--- src/rtl/pipe_ctrl_pkg.sv ---
// Shared constants for the pipeline controller: stall vectors, exception codes, FSM states.
package pipe_ctrl_pkg;

    localparam logic        Stop     = 1'b1;
    localparam logic        NoStop   = 1'b0;
    localparam logic [31:0] ZeroWord = 32'h0000_0000;

    localparam int unsigned StallPc  = 0;
    localparam int unsigned StallIf  = 1;
    localparam int unsigned StallId  = 2;
    localparam int unsigned StallEx  = 3;
    localparam int unsigned StallMem = 4;
    localparam int unsigned StallWb  = 5;

    localparam logic [5:0] StallVecNone = 6'b000000;
    localparam logic [5:0] StallVecIf   = 6'b000011;
    localparam logic [5:0] StallVecId   = 6'b000111;
    localparam logic [5:0] StallVecEx   = 6'b001111;
    localparam logic [5:0] StallVecMem  = 6'b011111;

    localparam logic [31:0] ExcInt     = 32'h0000_0001;
    localparam logic [31:0] ExcSyscall = 32'h0000_0008;
    localparam logic [31:0] ExcRi      = 32'h0000_000a;
    localparam logic [31:0] ExcOv      = 32'h0000_000c;
    localparam logic [31:0] ExcTrap    = 32'h0000_000d;
    localparam logic [31:0] ExcEret    = 32'h0000_000e;

    localparam logic [31:0] ExcOffset  = 32'h0000_0020;

    typedef enum logic [0:0] {
        StRun,
        StRefill
    } ctrl_state_e;

endpackage

--- src/rtl/pipe_ctrl_stall_wdog.sv ---
// Stall watchdog: counts consecutive stalled cycles and raises a sticky timeout flag.
module stall_wdog
    import pipe_ctrl_pkg::*;
#(
    parameter logic [15:0] WDOG_LIMIT = 16'd4096
) (
    input  logic clk,
    input  logic rst,
    input  logic pc_stalled,
    output logic wdog_timeout
);

    logic [15:0] wdog_cnt;
    logic [16:0] cnt_inc;

    // Widened so the trip comparison cannot wrap at the counter's top value.
    assign cnt_inc = {1'b0, wdog_cnt} + 17'd1;

    always_ff @(posedge clk or negedge rst) begin
        if (!rst) begin
            wdog_cnt     <= '0;
            wdog_timeout <= 1'b0;
        end else if (pc_stalled == Stop) begin
            if (wdog_cnt < WDOG_LIMIT) begin
                wdog_cnt <= cnt_inc[15:0];
            end
            if (cnt_inc >= {1'b0, WDOG_LIMIT}) begin
                wdog_timeout <= 1'b1;
            end
        end else begin
            wdog_cnt <= '0;
        end
    end

endmodule

--- src/rtl/pipe_ctrl.sv ---
// Pipeline controller: stall arbitration, exception flush/redirect, watchdog and stall counter.
module pipe_ctrl
    import pipe_ctrl_pkg::*;
#(
    parameter logic [31:0] EBASE      = 32'h0000_0000,
    parameter logic [15:0] WDOG_LIMIT = 16'd4096
) (
    input  logic        clk,
    input  logic        rst,
    input  logic        stallreq_from_if,
    input  logic        stallreq_from_id,
    input  logic        stallreq_from_ex,
    input  logic        stallreq_from_mem,
    input  logic [31:0] excepttype_i,
    input  logic [31:0] cp0_epc_i,
    output logic [5:0]  stall,
    output logic        flush,
    output logic [31:0] new_pc,
    output logic        wdog_timeout,
    output logic [31:0] stall_cycles
);

    ctrl_state_e state;
    logic        accept;

    // Exceptions are only taken once MEM is no longer stalled, and never from the refill bubble.
    assign accept = (excepttype_i != ZeroWord) && !stallreq_from_mem && (state == StRun);

    always_comb begin
        stall  = StallVecNone;
        flush  = NoStop;
        new_pc = ZeroWord;
        if (rst) begin
            if (accept) begin
                flush  = Stop;
                new_pc = (excepttype_i == ExcEret) ? cp0_epc_i : EBASE + ExcOffset;
            end else if (stallreq_from_mem) begin
                stall = StallVecMem;
            end else if (stallreq_from_ex) begin
                stall = StallVecEx;
            end else if (stallreq_from_id) begin
                stall = StallVecId;
            end else if (stallreq_from_if) begin
                stall = StallVecIf;
            end
        end
    end

    always_ff @(posedge clk or negedge rst) begin
        if (!rst) begin
            state <= StRun;
        end else begin
            unique case (state)
                StRun:    if (accept) state <= StRefill;
                StRefill: state <= StRun;
                default:  state <= StRun;
            endcase
        end
    end

    always_ff @(posedge clk or negedge rst) begin
        if (!rst) begin
            stall_cycles <= '0;
        end else if (stall[StallPc] == Stop && stall_cycles != 32'hFFFF_FFFF) begin
            stall_cycles <= stall_cycles + 32'd1;
        end
    end

    stall_wdog #(
        .WDOG_LIMIT(WDOG_LIMIT)
    ) u_stall_wdog (
        .clk         (clk),
        .rst         (rst),
        .pc_stalled  (stall[StallPc]),
        .wdog_timeout(wdog_timeout)
    );

endmodule
--- config.mk ---
export PLATFORM = sky130hd
export DESIGN_NAME = pipe_ctrl
export DESIGN_NICKNAME = d
export VERILOG_FILES = /design/src/rtl/pipe_ctrl_pkg.sv /design/src/rtl/pipe_ctrl_stall_wdog.sv /design/src/rtl/pipe_ctrl.sv
export SDC_FILE = /design/constraint.sdc
export NUM_CORES = 1
export LEC_CHECK = 0
export CORE_UTILIZATION = 41
export CTS_CLUSTER_DIAMETER = 40
export DETAILED_ROUTE_END_ITERATION = 12
export PLACE_DENSITY = 0.81
export SLEW_MARGIN = 10
export SYNTH_ARGS = -nofsm -noshare
export SYNTH_HDL_FRONTEND = slang
export SYNTH_HIERARCHICAL = 1
export SYNTH_SLANG_ARGS = --single-unit
--- constraint.sdc ---
create_clock -name clk -period 3.5 [get_ports clk]
set_input_delay 1.05 -clock clk [delete_from_list [all_inputs] [get_ports clk]]
set_output_delay 1.05 -clock clk [all_outputs]
set_load 0.02 [all_outputs]
==> results.md <==
* Status: complete, but fails checks
* Failing checks: negative setup slack
* Final Setup Violations at 37
* DRT Pass-1 Iters at 4
* Hold Path Sink: stall_cycles[30]$_DFFE_PN0P_
* CTS root buf: clkbuf_8
* Reg2reg start: stall_cycles[0]$_DFFE_PN0P_
* Synth area leader: dfrtp_1
* RePlAce Congestion at 0.843
* DP HPWL at 6360 um
* FMAX at 260 MHz
* Logic pwr share at 25.8%
* Share of the synthesized area in the top cell type at 43.1%
* Slew headroom at 54.5%
* Core area at 0.00683 sq mm
* Vias in the first global route at 2914
* Yosys synthesis warning count at 6
* Reg-to-reg endpoint: stall_cycles[10]$_DFFE_PN0P_
* FP Rows at 30
* Buffers on Ports at 140
* Crit path required time at 2.45 ns
* Clock transition at path regs at 0.09 ns
* RSZ-0062 raised after global routing: yes
* FF-to-FF setup slack at 1.00 ns
* CP Class: in2out
* Net Sw Power at 440 uW
* Peak supply drop at 0.380 mV
* Final hold slack at 0.497 ns
* Min Tclk post-route at 3.84 ns
* Largest cells by area after synthesis: dfrtp_1 43%, xor2_1 9.7%, and2_1 8.4%
* ANT nets after route at 0
* Initial Utilization at 42.5%
* Wirelength, routed at 9410 um
* Die area at 0.00741 sq mm
* Longest Clk Path Bufs at 2
* Largest net degree at the start of global routing at 51
* Global-route wire length before repair at 15000 um
* Post-synthesis sequential area ratio at 43.1%
* Post-layout nets at 538
* Vias at 2908
* Layout overhead on the synthesized area at 66.9%
* Pwr dens at 306 mW/mm^2
* Crit start category: input port
* CP Data Arrival Time at 2.79 ns
* N_diodes at 0
* Post-route DRC violation count at 0
* GRT Util Overall at 25.9%
* Mapped Cells at 310
* Die Y at 86.1 um
* Synthesis-stage register bit count at 50
* Hold Startpoint: stall_cycles[30]$_DFFE_PN0P_
* P_int at 1040 uW
* Crit end category: primary output
* Main synth FF type: dfrtp_1
* Leak at 0.00217 uW
* CTS buffer count at 5
* # fillers at 490
* R2R depth at 8
* WHS Path Cells at 1
* Slew @ Worst Pin at 0.680 ns
* Post-synth ARST share at 100%
* Crit-path max FO at 8
* # IOs at 142
* Setup ws final at -0.339 ns
* Layout cells sized above 1 at 30.4%
* Detailed Route Iter0 Violations at 134
* Latest clock arrival within the worst-skew pair at 0.30 ns
* Post-synth EDFFs at 0
* TritonCTS Sinks at 50
* Avg WL per Cell at 16.7 um
* Syn avg cell area at 9.36 sq um
* Synthesized Nets at 382
* Cell area after synthesis at 0.00290 sq mm
* Max Cap Viol at 0
* Switching Fraction at 29.7%
* Worst hold-check path type: reg2reg
* Die Span X at 86.1 um
* Grt ovf at 0
* Initial antenna violation count at 0
* Max Slew Vio Count at 0
* Share of power burned in registers at 46.6%
* Via/cell ratio at 5.17
* Cell variety after synth at 42
* H-Tree Depth at 2
* Final Hold Fails at 0
* CTS tree: done
* Setup_tns at -9.66 ns
* Clk pwr share at 27.6%
* Final period util at 110%
* Setup Skew at 0.00413 ns
## metrics by stage
step                cells  instance area, sq um  setup slack, ns  util, %  total power (uW)
detailed placement    545                  4440           -0.923     65.0              1080
CTS                   562                  4810          -0.0912     70.4              1490
global route          563                  4840           -0.400     70.9              1550
finish                563                  4840           -0.339     70.9              1480
floorplan             310                  2900           0.0347        -               851
global placement      545                  4440           -0.900     65.0              1070
## power by group through the flow
| stage | Combinational (uW) | Sequential [uW] | Clock (uW) |
|---|---|---|---|
| finish | 383 | 691 | 409 |
| global route | 408 | 700 | 446 |
| CTS | 375 | 691 | 422 |
| detailed placement | 380 | 701 | 0 |
| global placement | 374 | 699 | 0 |
| floorplan | 103 | 749 | 0 |
## layout make-up
cell class | count | area (sq um) | area share [%]
Inverter | 6 | 22.5 | 0.465
Clock inverter | 2 | 37.5 | 0.775
Tap cell | 96 | 120 | 2.48
Clock buffer | 6 | 72.6 | 1.50
Timing Repair Buffer | 161 | 1570 | 32.4
Sequential cell | 50 | 1250 | 25.8
Multi-Input combinational cell | 242 | 1770 | 36.5
## registers in the layout (all words and copies together), names as in the netlist
register	cells
stall_cycles	32
u_stall_wdog/wdog_cnt	16
state	1
u_stall_wdog/wdog_timeout	1
## logic make-up after synthesis
group	after synthesis	share of synthesized area [%]
AND/OR/NAND/NOR	182	36.5
flip-flops	50	43.1
XOR/XNOR	40	12.1
buffers and inverters	18	3.23
AO/OA/AOI/OAI	15	3.15
adder cells (fa/ha/maj)	2	0.863
multiplexers	2	0.863
other	1	0.129
## cells in the mapped netlist, types with 2 or more instances
library cell,number
and2_1,39
dfrtp_1,50
nor3b_1,2
nand4_1,18
buf_4,2
and4_1,3
ha_1,2
xor2_1,32
buf_6,2
nand3_1,15
nand2_1,21
nor4b_2,2
inv_1,6
or3_1,4
or2_2,2
buf_2,3
or4_1,2
nor2_1,25
clkbuf_1,4
nor4_4,2
nor4_1,11
o31ai_1,2
a21oi_1,5
and3_1,3
nor3_1,26
o21ai_0,4
xnor2_1,8
## cells in the final DEF, fill, tap and decap left out, types with 8 or more instances in the layout
| cell | n |
|---|---|
| buf_4 | 20 |
| and2_1 | 8 |
| buf_2 | 10 |
| clkdlybuf4s50_1 | 69 |
| nor3_1 | 24 |
| and2_4 | 31 |
| xnor2_1 | 8 |
| nand4_1 | 18 |
| nor2_1 | 24 |
| dfrtp_1 | 50 |
| nand3_1 | 14 |
| buf_6 | 38 |
| nand2_1 | 21 |
| xor2_1 | 32 |
## worst max-delay path: stages
cell      delay (ns)
clkbuf_2        0.09
nor4_2          0.37
nand4_1         0.20
buf_6           0.17
nor4_4          0.29
buf_4           0.20
buf_8           0.14
and2_4          0.16
buf_6           0.11
## metal layers
metal / global-route usage, % / up-vias / share of wire (%) / routed length [um]
met1: 35.1 / 1410 / 45 / 4240
li1: - / 1398 / - / -
met4: 6.82 / 0 / 0.97 / 91
met3: 5.58 / 13 / 4.4 / 411
met2: 41.9 / 87 / 50 / 4660
met5: 0 / - / 0 / 0
## timing repair
| action | in CTS | in global routing |
|---|---|---|
| setup buffers | 6 | 3 |
| gates cloned | 3 | 0 |
| endpoints found under the setup margin | 37 | 37 |
| hold buffers | 0 | 0 |
| pin swaps | 40 | 15 |
| resized for setup | 336 | 27 |
## how the worst max path moves through the flow
stage | from | to | slack [ns] | depth (start not counted)
after global placement | excepttype_i[0] | new_pc[13] | -0.90 | 7
after global routing | excepttype_i[12] | new_pc[13] | -0.40 | 9
after CTS | excepttype_i[22] | new_pc[12] | -0.09 | 9
final | excepttype_i[12] | new_pc[13] | -0.34 | 9
after detailed placement | excepttype_i[0] | new_pc[12] | -0.92 | 7
after floorplan | excepttype_i[0] | stall[1] | 0.03 | 7
Note: power is estimated with default switching activity, not from simulation.
